$ cat src/rtl/gsram_seq_if.sv
// gsram_seq_if: bundles the sequencer's control, upstream handshake,
// gSRAM drive and readout stream signals.
//   slave  : the sequencer side (gsram_seq)
//   master : the environment side (controller, upstream, gSRAM, consumer)
// Signals:
//   start, mode, src_sel         pass request and its latched options
//   in_valid / in_ready          upstream fill handshake
//   ram_row, ram_col, ram_we,
//   ram_gate, ram_inmuxsel       gSRAM drive
//   ram_rdata                    registered gSRAM read data
//   out_valid / out_ready,
//   out_data, out_last           readout stream
//   busy, done                   pass status
interface gsram_seq_if #(
  parameter int DW = 16
);
  logic          start;
  logic          mode;
  logic          src_sel;
  logic          in_valid;
  logic          in_ready;
  logic [3:0]    ram_row;
  logic [3:0]    ram_col;
  logic          ram_we;
  logic          ram_gate;
  logic          ram_inmuxsel;
  logic [DW-1:0] ram_rdata;
  logic          out_valid;
  logic          out_ready;
  logic [DW-1:0] out_data;
  logic          out_last;
  logic          busy;
  logic          done;

  modport slave (
    input  start, mode, src_sel, in_valid, ram_rdata, out_ready,
    output in_ready, ram_row, ram_col, ram_we, ram_gate, ram_inmuxsel,
           out_valid, out_data, out_last, busy, done
  );

  modport master (
    output start, mode, src_sel, in_valid, ram_rdata, out_ready,
    input  in_ready, ram_row, ram_col, ram_we, ram_gate, ram_inmuxsel,
           out_valid, out_data, out_last, busy, done
  );
endinterface

$ cat src/rtl/gsram_seq.sv
// gsram_seq: address and handshake sequencer for the ROWS x COLS x DW gSRAM
// tile. Fill mode writes one accepted upstream word per cell in row-major
// order; readout mode scans every cell and streams the registered read data
// out over a valid/ready handshake.
// Ports:
//   clk    rising-edge clock, shared with the gSRAM
//   rst_n  synchronous active-low reset
//   bus    gsram_seq_if.slave (control, handshakes, gSRAM drive)
// Build option:
//   GSRAM_SEQ_COLMAJOR_READ_EN  when defined, readout scans column-major
//                               (transposed readout); fill stays row-major.
//
// state | meaning
// IDLE  | waiting for start; mode/src_sel latched on start
// FILL  | one write per in_valid beat, row-major
// READ  | issuing reads whenever the output slot is free or being drained
// DRAIN | last word in flight, waiting for downstream acceptance
// DONE  | one-cycle done pulse
module gsram_seq #(
  parameter int ROWS = 10,
  parameter int COLS = 10,
  parameter int DW   = 16
) (
  input  logic        clk,
  input  logic        rst_n,
  gsram_seq_if.slave  bus
);

  typedef enum logic [2:0] {
    S_IDLE  = 3'd0,
    S_FILL  = 3'd1,
    S_READ  = 3'd2,
    S_DRAIN = 3'd3,
    S_DONE  = 3'd4
  } state_t;

  localparam logic [3:0] ROW_LAST = 4'(ROWS - 1);
  localparam logic [3:0] COL_LAST = 4'(COLS - 1);

  state_t        state, state_nx;
  logic [3:0]    row_q, col_q;
  logic          out_valid_q;
  logic          inmuxsel_q;
  logic [DW-1:0] rdata_w;

  logic last_cell, beat, issue, accept, advance, col_major;

  assign last_cell = (row_q == ROW_LAST) && (col_q == COL_LAST);
  assign beat      = (state == S_FILL) && bus.in_valid;
  // A read may be issued when the output slot is empty or is being drained
  // this cycle; otherwise the gate stays off so the gSRAM output holds.
  assign issue     = (state == S_READ) && (!out_valid_q || bus.out_ready);
  assign accept    = out_valid_q && bus.out_ready;
  assign advance   = beat || issue;

`ifdef GSRAM_SEQ_COLMAJOR_READ_EN
  assign col_major = (state == S_READ);
`else
  assign col_major = 1'b0;
`endif

  always_ff @(posedge clk) begin
    if (!rst_n) state <= S_IDLE;
    else        state <= state_nx;
  end

  always_comb begin
    state_nx = state;
    case (state)
      S_IDLE:  if (bus.start) state_nx = bus.mode ? S_READ : S_FILL;
      S_FILL:  if (beat && last_cell) state_nx = S_DONE;
      S_READ:  if (issue && last_cell) state_nx = S_DRAIN;
      S_DRAIN: if (accept) state_nx = S_DONE;
      S_DONE:  state_nx = S_IDLE;
      default: state_nx = S_IDLE;
    endcase
  end

  always_ff @(posedge clk) begin
    if (!rst_n) begin
      row_q       <= 4'd0;
      col_q       <= 4'd0;
      out_valid_q <= 1'b0;
      inmuxsel_q  <= 1'b0;
    end else begin
      if ((state == S_IDLE) && bus.start) begin
        row_q      <= 4'd0;
        col_q      <= 4'd0;
        inmuxsel_q <= bus.src_sel;
      end else if (advance) begin
        // Both scan orders end at the same corner cell, so the wrap to
        // (0,0) after it is shared.
        if (last_cell) begin
          row_q <= 4'd0;
          col_q <= 4'd0;
        end else if (col_major) begin
          if (row_q == ROW_LAST) begin
            row_q <= 4'd0;
            col_q <= col_q + 4'd1;
          end else begin
            row_q <= row_q + 4'd1;
          end
        end else begin
          if (col_q == COL_LAST) begin
            col_q <= 4'd0;
            row_q <= row_q + 4'd1;
          end else begin
            col_q <= col_q + 4'd1;
          end
        end
      end

      if (issue)       out_valid_q <= 1'b1;
      else if (accept) out_valid_q <= 1'b0;
    end
  end

  always_comb begin
    bus.in_ready = 1'b0;
    bus.ram_we   = 1'b0;
    bus.ram_gate = 1'b0;
    bus.out_last = 1'b0;
    bus.busy     = 1'b0;
    bus.done     = 1'b0;
    case (state)
      S_FILL: begin
        bus.in_ready = 1'b1;
        bus.ram_we   = beat;
        bus.ram_gate = beat;
        bus.busy     = 1'b1;
      end
      S_READ: begin
        bus.ram_gate = issue;
        bus.busy     = 1'b1;
      end
      S_DRAIN: begin
        bus.out_last = out_valid_q;
        bus.busy     = 1'b1;
      end
      S_DONE: begin
        bus.done = 1'b1;
        bus.busy = 1'b1;
      end
      default: ;
    endcase
  end

  assign rdata_w          = bus.ram_rdata;
  assign bus.out_data     = rdata_w;
  assign bus.out_valid    = out_valid_q;
  assign bus.ram_row      = row_q;
  assign bus.ram_col      = col_q;
  assign bus.ram_inmuxsel = inmuxsel_q;

endmodule

$ cat src/flat_wrapper.sv
// flat-port wrapper written by rule: the top's interface ports become plain ports
module gsram_seq_flat 
#(
  parameter int ROWS = 10,
  parameter int COLS = 10,
  parameter int DW   = 16
)
  (clk, rst_n, bus_start, bus_mode, bus_src_sel, bus_in_valid, bus_ram_rdata, bus_out_ready, bus_in_ready, bus_ram_row, bus_ram_col, bus_ram_we, bus_ram_gate, bus_ram_inmuxsel, bus_out_valid, bus_out_data, bus_out_last, bus_busy, bus_done);
  gsram_seq_if #(.DW(DW)) bus_i ();
  input  logic clk;
  input  logic rst_n;
  input wire logic [$bits(bus_i.start)-1:0] bus_start;
  input wire logic [$bits(bus_i.mode)-1:0] bus_mode;
  input wire logic [$bits(bus_i.src_sel)-1:0] bus_src_sel;
  input wire logic [$bits(bus_i.in_valid)-1:0] bus_in_valid;
  input wire logic [$bits(bus_i.ram_rdata)-1:0] bus_ram_rdata;
  input wire logic [$bits(bus_i.out_ready)-1:0] bus_out_ready;
  output wire logic [$bits(bus_i.in_ready)-1:0] bus_in_ready;
  output wire logic [$bits(bus_i.ram_row)-1:0] bus_ram_row;
  output wire logic [$bits(bus_i.ram_col)-1:0] bus_ram_col;
  output wire logic [$bits(bus_i.ram_we)-1:0] bus_ram_we;
  output wire logic [$bits(bus_i.ram_gate)-1:0] bus_ram_gate;
  output wire logic [$bits(bus_i.ram_inmuxsel)-1:0] bus_ram_inmuxsel;
  output wire logic [$bits(bus_i.out_valid)-1:0] bus_out_valid;
  output wire logic [$bits(bus_i.out_data)-1:0] bus_out_data;
  output wire logic [$bits(bus_i.out_last)-1:0] bus_out_last;
  output wire logic [$bits(bus_i.busy)-1:0] bus_busy;
  output wire logic [$bits(bus_i.done)-1:0] bus_done;
  assign bus_i.start = bus_start;
  assign bus_i.mode = bus_mode;
  assign bus_i.src_sel = bus_src_sel;
  assign bus_i.in_valid = bus_in_valid;
  assign bus_i.ram_rdata = bus_ram_rdata;
  assign bus_i.out_ready = bus_out_ready;
  assign bus_in_ready = bus_i.in_ready;
  assign bus_ram_row = bus_i.ram_row;
  assign bus_ram_col = bus_i.ram_col;
  assign bus_ram_we = bus_i.ram_we;
  assign bus_ram_gate = bus_i.ram_gate;
  assign bus_ram_inmuxsel = bus_i.ram_inmuxsel;
  assign bus_out_valid = bus_i.out_valid;
  assign bus_out_data = bus_i.out_data;
  assign bus_out_last = bus_i.out_last;
  assign bus_busy = bus_i.busy;
  assign bus_done = bus_i.done;
  gsram_seq #(.ROWS(ROWS), .COLS(COLS), .DW(DW)) u_core (.clk(clk), .rst_n(rst_n), .bus(bus_i));
endmodule
$ cat config.mk
export PLATFORM = sky130hd
export DESIGN_NAME = gsram_seq_flat
export DESIGN_NICKNAME = d
export VERILOG_FILES = /design/src/rtl/gsram_seq_if.sv /design/src/rtl/gsram_seq.sv /design/src/flat_wrapper.sv
export SDC_FILE = /design/constraint.sdc
export NUM_CORES = 1
export LEC_CHECK = 0
export ABC_AREA = 1
export CAP_MARGIN = 20
export CORE_MARGIN = 5
export CORE_UTILIZATION = 39
export DETAILED_ROUTE_END_ITERATION = 7
export GPL_TIMING_DRIVEN = 0
export PLACE_DENSITY = 0.84
export SETUP_SLACK_MARGIN = 0.05
export SLEW_MARGIN = 20
export SYNTH_ARGS = -nofsm -noshare
export SYNTH_HDL_FRONTEND = slang
export SYNTH_SLANG_ARGS = --single-unit
export TNS_END_PERCENT = 10
$ cat constraint.sdc
create_clock -name clk -period 2.05 [get_ports clk]
set_input_delay 0.205 -clock clk [delete_from_list [all_inputs] [get_ports clk]]
set_output_delay 0.205 -clock clk [all_outputs]
set_load 0.05 [all_outputs]
==> impl_results.md <==
* Outcome: finished, final reports clean
* Clock Tree Buf Depth at 2
* Global-route wire length before repair at between 3 and 4 mm
* R2R Setup Slk at about 540 ps
* Site row count at 17
* Type of the most critical hold path: reg2reg
* Pre-CTS setup slack at -42.2 ps
* VDD IR-drop max at 0.000627 V
* Clock root buffer master: clkbuf_4
* Post-layout minimum cycle time at between 1500 and 2000 ps
* Initial antenna violation count at 0
* Area of the core at approximately 2200 um^2
* Yosys cell types at 25
* Layout Cells excl Fill at 196
* MaxCap Viol Count at 0
* Syn avg cell area at a little over 7 um^2
* Hold_buf cts at 0
* Crit-path max FO at 8
* Flops & latches, synth at 13
* Critical path arrival at 1710 ps
* Placed insts at ~190
* Final antenna-violating net count at 0
* Final GP Congestion at slightly below 0.9
* Via Count at a little under 900
* IO buf count at 38
* Fin. Hold Viols at 0
* Fin Setup TNS at 0 ps
* Grt total ovfl at 0
* Critical Path RT at about 1900 ps
* Syn Nets at around 150
* Gr usage total at a little under an eighth
* Top_reg_cell synth: dfxtp_1
* Post-DP Area at between 1000 and 1500 um^2
* Period utilisation layout at between 90% and 100%
* Kind of critical path: reg2out
* Worst Setup SP: u_core.state[1]
* Most area-hungry cell type in the Yosys netlist: dfxtp_1
* Layout area overhead at 48.6%
* Pwr Density at between 900 and 1000 nW/um^2
* Critical register-to-register path startpoint: u_core.state[1]
* Height of the die at just under 60 um
* CTS tree: done
* Worst stage delay on the critical path at approximately 530 ps
* Post-CTS Setup Inserts at 0
* Routed wire length per instance at between 10 and 15 um
* Initial DRC count at 9
* Hpwl dp at approximately 1.7 mm
* Drt total wl at a little over 2 mm
* Remaining DRCs at 0
* Initial Util at 40.5%
* Reg clk slew, reported paths at ~80 ps
* Number of synthesized flops with an enable pin at 0
* Endpoint class of the critical path: primary output
* Max_slew headroom at between 60% and 70%
* Layout Skew at 5.52 ps
* Final setup violation count at 0
* Fin worst setup slack at about 130 ps
* ANT cells at 0
* Total chip power at between 1 and 1.5 mW
* First-pass DRT Iterations at 5
* CP max stage cell: dlygate4sd2_1
* Clk_lat worst skew at around 280 ps
* Clk sinks at 13
* Hold slack at around 450 ps
* Post-route cell area at approximately 1300 um^2
* Async set or reset register ratio after synthesis at 0%
* Leakage Power at about 0.6 nW
* Pin count of the biggest net entering global routing at 11
* Setup crit end: bus_busy
* Vias in the first global route at just over 800
* Final Util at approximately 60%
* Sequential share of the synthesized area at about 29%
* FILL cells at about 210
* Setup crit start kind: flip-flop
* Fin. max-slew vios at 0
* Reg-to-Reg End: u_core.bus.ram_row[1]
* Die W at slightly below 60 um
* IO Count at 55
* Layout cell share with drive strength beyond 1 at between 15 and 20%
* FF-to-FF path depth at 8
* CTS Buf Count at 3
* Area contributors post-synth: dfxtp_1 (29%), buf_4 (14%), nand2_1 (8.4%), inv_1 (7.1%), ha_1 (5.6%)
* Max H-tree Level at 1
* Hold path cells at 2
* # nets final at around 200
* Tightest Pin Transition at ~520 ps
* Synthesized cell area at around 900 um^2
* Post-synth top area share at between 20 and 30%
* Ys Warns at 0
* Post-Synthesis Cells at 126
* Vias per cell at 4.57
* CTS resizes at 7
* Critical-path cell list: buf_4 -> nand2_1 -> nor2_1 -> inv_1 -> nand3b_1 -> dlygate4sd2_1
* RSZ-0062 raised after global routing: true
* Full die area at between 3000 and 4000 um^2
* Max Clk Rate at roughly 520 MHz
sequential cells by signal, indices dropped and copies added, names as in the netlist:
register / count
u_core.bus.ram_inmuxsel: 1
u_core.bus.ram_col: 4
u_core.bus.out_valid: 1
u_core.state: 3
u_core.bus.ram_row: 4
Yosys cell counts, types with 2 or more instances:
library cell / number
buf_4: 17
nand2_2: 2
ha_1: 4
o21ai_1: 2
inv_1: 17
nand2_1: 20
nand4_1: 3
nand3_1: 6
nor3_1: 6
a21oi_1: 8
o21ai_0: 3
nand3b_1: 2
nor2_1: 11
dfxtp_1: 13
nand2_4: 2
critical path: cells and delay by family, from the launching register on:
family	cells	cell delay (ps)
buf+inv	3	770
flops	1	320
simple gates	3	340
worst min-delay path by stage:
stage | start | endpoint | slack (ps)
after floorplan | rst_n | u_core.state[0] | 330
after global placement | u_core.bus.ram_inmuxsel | u_core.bus.ram_inmuxsel | 430
after detailed placement | u_core.bus.ram_inmuxsel | u_core.bus.ram_inmuxsel | 440
after CTS | u_core.bus.ram_inmuxsel | u_core.bus.ram_inmuxsel | 450
after global routing | u_core.bus.ram_inmuxsel | u_core.bus.ram_inmuxsel | 490
final | u_core.bus.ram_inmuxsel | u_core.bus.ram_inmuxsel | 450
layout make-up:
type / count / area (um^2) / share of cell area, %
multi-input cells: 78 / 445 / 33.5
plain buffers: 17 / 128 / 9.59
flip-flops and latches: 13 / 260 / 19.5
well taps: 28 / 35.0 / 2.63
clock buffers: 4 / 26.3 / 1.97
repair buffers: 38 / 369 / 27.7
inverters: 18 / 67.6 / 5.08
kinds of logic after synthesis:
family | share of synthesized area (%)
buffers and inverters | 21.8
AND/OR/NAND/NOR | 33.7
adder cells (fa/ha/maj) | 5.59
flip-flops | 29.1
XOR/XNOR | 0.978
AO/OA/AOI/OAI | 8.94
metal layers:
| metal | GRT usage, % | up-vias | wire length (um) |
|---|---|---|---|
| met4 | 3.97 | 0 | 12 |
| met2 | 22.3 | 27 | 1090 |
| met5 | 0 | - | 0 |
| met3 | 4.01 | 2 | 121 |
| met1 | 11.9 | 394 | 814 |
| li1 | - | 472 | - |
power by group:
group	switching, mW	internal (mW)	total [mW]	leakage [nW]
logic	0.518	0.239	0.758	0.481
registers	0.0369	0.292	0.329	0.106
clock network	0.0836	0.0754	0.159	0.0150
placed cells by master (no fill, tap or decap), types with 2 or more instances in the layout:
master           netlist  layout
nand2_1               20      20
nand2_2                2       2
nand2_4                2       2
nand3_1                6       6
a21oi_1                8       8
inv_1                 17      17
clkdlybuf4s50_1        0      32
dfxtp_1               13      13
clkbuf_4               0       3
dlygate4sd2_1          0       5
nand3b_1               2       2
buf_4                 17      17
nor2_1                11      11
o21ai_0                3       3
nor3_1                 6       5
ha_1                   4       4
nand4_1                3       3
o21ai_1                2       2
(Power assumes the default switching activity.)
